**src/rtl/panic_sha_pkg.sv**
```systemverilog
// Shared definitions for the SHA result merge path: descriptor width, digest width, FSM states.
// `PANIC_DESC_WIDTH may be overridden on the command line; 128 otherwise.
`ifndef PANIC_DESC_WIDTH
`define PANIC_DESC_WIDTH 128
`endif

package panic_sha_pkg;

  localparam int unsigned DIGEST_WIDTH = 512;
  localparam int unsigned DIGEST_KEEP  = DIGEST_WIDTH / 8;
  localparam logic [15:0] BEAT_MAX     = 16'hFFFF;

  typedef enum logic [1:0] {
    IDLE   = 2'd0,
    DESC   = 2'd1,
    DATA   = 2'd2,
    DIGEST = 2'd3
  } merge_state_t;

endpackage

```
**src/rtl/sha_merge_skid.sv**
```systemverilog
// Two-entry AXI-Stream register slice; upstream ready comes straight from a flop.
module sha_merge_skid #(
  parameter int unsigned DATA_WIDTH = 512,
  parameter int unsigned KEEP_WIDTH = DATA_WIDTH / 8
) (
  input  logic                  clk,
  input  logic                  rst_n,
  input  logic [DATA_WIDTH-1:0] s_tdata,
  input  logic [KEEP_WIDTH-1:0] s_tkeep,
  input  logic                  s_tvalid,
  output logic                  s_tready,
  input  logic                  s_tlast,
  output logic [DATA_WIDTH-1:0] m_tdata,
  output logic [KEEP_WIDTH-1:0] m_tkeep,
  output logic                  m_tvalid,
  input  logic                  m_tready,
  output logic                  m_tlast
);

  localparam int unsigned BEAT_W = DATA_WIDTH + KEEP_WIDTH + 1;

  logic [BEAT_W-1:0] in_beat;
  logic [BEAT_W-1:0] main_beat;
  logic [BEAT_W-1:0] skid_beat;
  logic              main_valid;
  logic              skid_valid;

  assign in_beat                     = {s_tlast, s_tkeep, s_tdata};
  assign s_tready                    = !skid_valid;
  assign m_tvalid                    = main_valid;
  assign {m_tlast, m_tkeep, m_tdata} = main_beat;

  // The skid entry catches the beat accepted while the output was stalled.
  always_ff @(posedge clk or negedge rst_n) begin
    if (!rst_n) begin
      main_beat  <= '0;
      skid_beat  <= '0;
      main_valid <= 1'b0;
      skid_valid <= 1'b0;
    end else if (!skid_valid) begin
      if (!main_valid || m_tready) begin
        main_valid <= s_tvalid;
        main_beat  <= in_beat;
      end else if (s_tvalid) begin
        skid_valid <= 1'b1;
        skid_beat  <= in_beat;
      end
    end else if (m_tready) begin
      main_beat  <= skid_beat;
      skid_valid <= 1'b0;
    end
  end

endmodule

```
**src/rtl/sha_result_merge.sv**
```systemverilog
// Merges descriptor, payload and SHA digest into one AXI-Stream packet.
// SHA_MERGE_OUTREG_EN: register the output through sha_merge_skid (+1 cycle latency).
module sha_result_merge
  import panic_sha_pkg::*;
#(
  parameter int unsigned SWITCH_DATA_WIDTH = 512,
  parameter int unsigned SWITCH_KEEP_WIDTH = SWITCH_DATA_WIDTH / 8,
  parameter int unsigned DESC_WIDTH        = `PANIC_DESC_WIDTH
) (
  input  logic                         clk,
  input  logic                         rst_n,
  input  logic [DESC_WIDTH-1:0]        s_desc_tdata,
  input  logic                         s_desc_tvalid,
  output logic                         s_desc_tready,
  input  logic [DIGEST_WIDTH-1:0]      s_sha_tdata,
  input  logic                         s_sha_tvalid,
  output logic                         s_sha_tready,
  input  logic [SWITCH_DATA_WIDTH-1:0] s_data_tdata,
  input  logic [SWITCH_KEEP_WIDTH-1:0] s_data_tkeep,
  input  logic                         s_data_tvalid,
  output logic                         s_data_tready,
  input  logic                         s_data_tlast,
  output logic [SWITCH_DATA_WIDTH-1:0] m_axis_tdata,
  output logic [SWITCH_KEEP_WIDTH-1:0] m_axis_tkeep,
  output logic                         m_axis_tvalid,
  input  logic                         m_axis_tready,
  output logic                         m_axis_tlast,
  output logic                         pkt_done,
  output logic [15:0]                  pkt_beats
);

  merge_state_t                 state, state_next;
  logic [SWITCH_DATA_WIDTH-1:0] mux_tdata;
  logic [SWITCH_KEEP_WIDTH-1:0] mux_tkeep;
  logic                         mux_tvalid;
  logic                         mux_tready;
  logic                         mux_tlast;
  logic                         data_hs;
  logic                         digest_hs;
  logic [15:0]                  beat_cnt;

  assign data_hs   = (state == DATA)   && s_data_tvalid && mux_tready;
  assign digest_hs = (state == DIGEST) && s_sha_tvalid  && mux_tready;

  always_comb begin
    state_next    = state;
    mux_tdata     = '0;
    mux_tkeep     = '0;
    mux_tvalid    = 1'b0;
    mux_tlast     = 1'b0;
    s_desc_tready = 1'b0;
    s_data_tready = 1'b0;
    s_sha_tready  = 1'b0;
    unique case (state)
      IDLE: begin
        if (s_desc_tvalid) state_next = DESC;
      end
      DESC: begin
        mux_tdata[DESC_WIDTH-1:0]   = s_desc_tdata;
        mux_tkeep[DESC_WIDTH/8-1:0] = '1;
        mux_tvalid                  = s_desc_tvalid;
        s_desc_tready               = mux_tready;
        if (s_desc_tvalid && mux_tready) state_next = DATA;
      end
      DATA: begin
        mux_tdata     = s_data_tdata;
        mux_tkeep     = s_data_tkeep;
        mux_tvalid    = s_data_tvalid;
        s_data_tready = mux_tready;
        if (data_hs && s_data_tlast) state_next = DIGEST;
      end
      DIGEST: begin
        mux_tdata[DIGEST_WIDTH-1:0] = s_sha_tdata;
        mux_tkeep[DIGEST_KEEP-1:0]  = '1;
        mux_tvalid                  = s_sha_tvalid;
        mux_tlast                   = 1'b1;
        s_sha_tready                = mux_tready;
        if (digest_hs) state_next = IDLE;
      end
      default: state_next = IDLE;
    endcase
  end

  always_ff @(posedge clk or negedge rst_n) begin
    if (!rst_n) begin
      state     <= IDLE;
      beat_cnt  <= '0;
      pkt_beats <= '0;
      pkt_done  <= 1'b0;
    end else begin
      state    <= state_next;
      pkt_done <= digest_hs;
      if (data_hs && beat_cnt != BEAT_MAX) beat_cnt <= beat_cnt + 16'd1;
      if (digest_hs) begin
        pkt_beats <= beat_cnt;
        beat_cnt  <= '0;
      end
    end
  end

`ifdef SHA_MERGE_OUTREG_EN
  sha_merge_skid #(
    .DATA_WIDTH (SWITCH_DATA_WIDTH),
    .KEEP_WIDTH (SWITCH_KEEP_WIDTH)
  ) u_skid (
    .clk      (clk),
    .rst_n    (rst_n),
    .s_tdata  (mux_tdata),
    .s_tkeep  (mux_tkeep),
    .s_tvalid (mux_tvalid),
    .s_tready (mux_tready),
    .s_tlast  (mux_tlast),
    .m_tdata  (m_axis_tdata),
    .m_tkeep  (m_axis_tkeep),
    .m_tvalid (m_axis_tvalid),
    .m_tready (m_axis_tready),
    .m_tlast  (m_axis_tlast)
  );
`else
  assign m_axis_tdata  = mux_tdata;
  assign m_axis_tkeep  = mux_tkeep;
  assign m_axis_tvalid = mux_tvalid;
  assign m_axis_tlast  = mux_tlast;
  assign mux_tready    = m_axis_tready;
`endif

endmodule
```
**config.mk**
```make
export PLATFORM = sky130hd
export DESIGN_NAME = sha_result_merge
export DESIGN_NICKNAME = d
export VERILOG_FILES = /design/src/rtl/panic_sha_pkg.sv /design/src/rtl/sha_merge_skid.sv /design/src/rtl/sha_result_merge.sv
export SDC_FILE = /design/constraint.sdc
export NUM_CORES = 1
export LEC_CHECK = 0
export CORE_AREA = 4 4 715 717
export CTS_CLUSTER_SIZE = 24
export DETAILED_ROUTE_END_ITERATION = 8
export DIE_AREA = 0 0 719 721
export PLACE_DENSITY = 0.3
export SYNTH_ARGS = -nofsm -noshare
export SYNTH_HDL_FRONTEND = slang
export SYNTH_HIERARCHICAL = 1
export SYNTH_SLANG_ARGS = --single-unit
```
**constraint.sdc**
```tcl
create_clock -name clk -period 4.2 [get_ports clk]
set_input_delay 0.84 -clock clk [delete_from_list [all_inputs] [get_ports clk]]
set_output_delay 0.84 -clock clk [all_outputs]
set_load 0.02 [all_outputs]
```
Word-level counts from Yosys, hierarchy flattened
Cells that the tools add are included.
{"block": "totals", "mem_bits_ro": 0, "out_inout_bits": 598, "in_bits": 1223, "elab_cells": 40, "ram_bits": 0, "register_bits": 35, "n_memories": 0, "latchBits": 0}
{"block": "op_classes", "n_reduce_logical": 11, "addsub": 1, "mux": 16, "multipliers": 0, "n_bitwise": 0, "n_div": 0, "magnitude_cmp": 0, "eq_ne": 8, "n_shift": 0}
{"op": "$pmux W384 S2", "n": 1}
{"op": "$pmux W128 S3", "n": 1}
{"op": "$pmux W48 S2", "n": 1}
{"op": "$mux W16", "n": 2}
{"op": "$pmux W16 S2", "n": 1}
{"op": "$add A16 B1 Y16 const B", "n": 1}
{"op": "$ne A16 B16 Y1 const B", "n": 1}
{"op": "$mux W2", "n": 4}
{"op": "$pmux W2 S4", "n": 1}
{"op": "$logic_and A1 B1 Y1", "n": 7}
{"op": "$ne A2 B2 Y1 const B", "n": 3}
{"op": "$eq A2 B2 Y1 const B", "n": 2}
{"op": "$mux W1", "n": 4}
{"op": "$reduce_and A4 Y1", "n": 1}
{"op": "$pmux W1 S3", "n": 1}
{"op": "$eq A2 B1 Y1 const B", "n": 1}
{"op": "$logic_not A2 Y1", "n": 1}
{"op": "$ne A2 B1 Y1 const B", "n": 1}
{"op": "$reduce_bool A2 Y1", "n": 1}
{"op": "$reduce_or A2 Y1", "n": 1}

Longest topological paths before layout
{"block": "logic_depth", "word_depth": 6, "mapped_depth": 8, "mapped_depth_nobuf": 7}

Least setup slack after synthesis
OpenSTA, ideal clock, no wires.
{"block": "synth_path", "path_kind": "register to output", "from": "reg state[1]", "to": "out m_axis_tdata[0]", "slack_ns": 1.568, "n_path_buf": 3, "arrival_ns": 1.792, "stages_incl_launch_ff": 7, "required_ns": 3.360, "path_cell_list": "dfrtp_1 -> ha_1 -> buf_2 -> clkbuf_1 -> clkbuf_1 -> a222oi_1 -> nor2_1"}
{"block": "synth_via", "elab_chain_len": 2, "word_cells_on_any_way": 4, "cone_classes": "3 x eq/ne; 1 x mux"}
{"item": "from (decl)", "line": "sha_result_merge.sv:32", "rtl": "merge_state_t state, state_next;"}
{"item": "from (signal assigned)", "line": "sha_result_merge.sv:91", "rtl": "state <= state_next;"}
{"item": "$eq A2 B2 Y1 / $eq A2 B1 Y1 (equally long branches)", "line": "sha_result_merge.sv:54", "rtl": "unique case (state)"}
{"item": "$pmux W128 S3 *", "line": "sha_result_merge.sv:54"}
{"item": "to (decl)", "line": "sha_result_merge.sv:23", "rtl": "output logic [SWITCH_DATA_WIDTH-1:0] m_axis_tdata,"}
Every way passes the cells marked *; elsewhere a longest branch is shown, timed or not.

Final worst setup path
{"block": "layout_path", "from": "reg state[1]", "to": "out m_axis_tdata[58]"}
Same word-level chain as after synthesis.

==> results.toml <==
[status]
status = "finished, violations left"
violations = "negative setup slack"

[placed_design]
portBuffers = 1820
dp_hpwl_um = 434000
dp_cells = 9511
place_ws_ps = 31.5
gp_congestion = 1.01

[clock_tree]
htree_levels = 2
ctsHoldBuffers = 0
clock-sinks = 35
cts_made_buffers = 5
insertion_delay_ps = 280
cts_tree = "yes"
path_clk_slew_ps = 60
cts-root-buf = "clkbuf_16"
clock_path_buffers = 2

[routing]
drtIter0Drc = 2111
vias = 22314
drc = 0
avgRoutedWirePerCell_um = 46.9
dr.pass1.iters = 9
ant_nets = 0
viasPerCell = 2.31
totalWireLength_um = 454000

[yosys]
synthCells = 1065
synth-xor-area-share_pct = 1.10
synth_fa_ha_area_share_pct = 0.783
synth_edf_count = 0
syn_area_um2 = 7990
synth_cell_types = 37
avgSynthCellArea_um2 = 7.50
synth_ff_type = "dfrtp_1"
synth_simple_gate_area_share_pct = 13.2
synth_compound_area_share_pct = 65.0
async_flop_share_pct = 100
ys_ff_latch = 35
synth_top_family_by_area = "compound AO/OA/AOI/OAI gates"
yosysWarnings = 6
synthMuxAreaShare_pct = 0.266
seq_area_frac_synth_pct = 11.0
syn_nets = 2293

[worst_setup_path]
slowest_stage = "a222oi_1"
worstReg2RegEnd = "beat_cnt[15]"
cp-start-kind = "flip-flop"
crit_required_ps = 3360
worstRegToRegCells = 9
arrival_ps = 3410
path_cells = "inv_1 -> ha_4 -> buf_12 -> a222oi_1 -> nor2_1 -> clkdlybuf4s50_1"
slowest_delay_ps = 1160
endpoint_kind = "primary output"
crit_type = "reg -> out"
critPathMaxFanout = 45
r2r-start = "state[0]"
r2r_slack_ps = 1410

[timing]
layout_setup_ws_ps = -46.1
rsz0062_at_grt = "false"
period_needed_ps = 4250
slew_headroom_pct = 16.9
finalSetupViolCount = 1
layout_worst_path_cycle_share_pct = 101
tightest_slew_ps = 1250
hold_viol_final = 0
fmax_mhz = 236
fin_worst_skew_ps = 2.05
slew_viol_final = 0
tns_ps = -46.1

[grt]
grt_pass1_wl_um = 503000
grt_use_met2_pct = 29.7
busiest_layer = "met2"
met1_usage_pct = 17.4
antenna_found_initial = 699
grtUsageTotal_pct = 16.7
grt_pass1_vias = 20443
grt_overflow = 0
grt_use_met3_pct = 9.49
grt_max_degree = 80

[die]
die_y_um = 721
core_um2 = 505000
initial_core_util_pct = 1.58
dieArea_um2 = 518000
rows = 261
ios = 1821
die_x_um = 719

[worst_hold_path]
holdPathStages = 2
hold_end = "pkt_beats[15]"
holdCritStartpoint = "pkt_beats[15]"
holdCritPathClass = "reg -> reg"

[cells_and_area]
fillers = 59167
finalNetCount = 4043
drive_gt1_share_pct = 9.80
syn2layout_area_growth_pct = 353
fin_cells = 9673

[power]
power_mw = 26.2
power_density_nw_per_um2 = 725
p_leak_nw = 11.5
peakVddDrop_mv = 0.291

[flow_run]
maxCapViolCount = 0
report_power, final:
part,internal [mW],switching (mW)
clock,0.341,0.157
combinational,9.59,15.7
sequential,0.373,0.0515
total,10.3,15.9
stage by stage:
step	cell area (um2)	hold WS, ps	util, %
6_report	36200	492	7.17
5_1_grt	35900	522	7.12
3_3_place_gp	35600	479	7.05
3_5_place_dp	35600	476	7.05
2_1_floorplan	7990	453	-
4_1_cts	35800	491	7.09
worst max-delay path, delay by kind of cell, from the launching register on:
kind | cells | cell delay, ps
compound gates | 1 | 1160
buf+inv | 3 | 940
flops | 1 | 470
fa+ha+maj | 1 | 240
simple gates | 1 | 90
what timing repair did:
action                                  in CTS  in global routing
pin swaps                                    1                  0
endpoints found under the setup margin       5                  1
gates resized for setup                      5                  0
setup buffers                                0                  3
registers in the layout (all words and copies together) (netlist names):
signal,count
state,2
beat_cnt,16
pkt_beats,16
pkt_done,1
layout make-up:
class                      count  area, um2  share of cell area (%)
clock buffer                   6        129                   0.356
tap                         6706       8390                    23.2
inverter                       4       15.0                  0.0415
multi-input combinational    860       6470                    17.9
sequential                    35        876                    2.42
clock inverter                 2       60.1                   0.166
timing repair buffer        1909      19900                    54.9
antenna                      151        378                    1.04
metal layers:
layer  routed length [um]  vias to the layer above
met2               222000                     2334
met4                11100                      290
met3                60000                     1087
li1                     -                     8142
met5                 1940                        -
met1               159000                    10461
worst max-delay path by stage:
stage / from / to / slack (ps) / cells past startpoint
final: state[1] / m_axis_tdata[58] / -50 / 6
after global routing: state[0] / m_axis_tdata[161] / 40 / 6
after CTS: state[0] / m_axis_tdata[463] / 2 / 6
after detailed placement: s_data_tdata[122] / m_axis_tdata[122] / 30 / 4
after global placement: s_data_tdata[122] / m_axis_tdata[122] / 30 / 4
after floorplan: state[1] / m_axis_tdata[0] / 1570 / 6
cells by family after synthesis:
logic type,count (synthesis)
AOI/OAI and AO/OA,592
xor gates and xnor gates,10
adders and majority gates,5
buffers and inverters,170
DFF,35
muxes,2
and+or+nand+nor,251
cell usage after synthesis (all sizes together) (2+ instances only):
cell type    n  area share [%]
xnor2        6            0.66
xor2         4            0.44
a21o        48             4.5
a22o       384              42
a222oi     129              16
nand3        5            0.44
clkbuf     116             5.5
nor4         2            0.34
nand4        4            0.39
nor3         5            0.38
inv          4            0.19
and3         4            0.33
nand3b       2            0.19
a31oi        4            0.31
nand2       77             3.6
and2         4            0.31
ha           5            0.78
o21ai        5            0.31
a21oi       20             1.3
buf         50             3.1
nor2       144             6.8
dfrtp       35              11
cell usage in the layout, fill, tap and decap left out, types with 5 or more instances in the layout:
| cell | count |
|---|---|
| a22o_1 | 380 |
| a21oi_1 | 20 |
| diode_2 | 151 |
| buf_12 | 111 |
| dfrtp_1 | 35 |
| a222oi_1 | 129 |
| buf_4 | 139 |
| nor2_1 | 143 |
| xnor2_1 | 6 |
| clkbuf_16 | 5 |
| a21o_1 | 48 |
| clkdlybuf4s50_1 | 1658 |
| nand2_1 | 77 |
No activity file was read; power rests on OpenSTA's default activity.
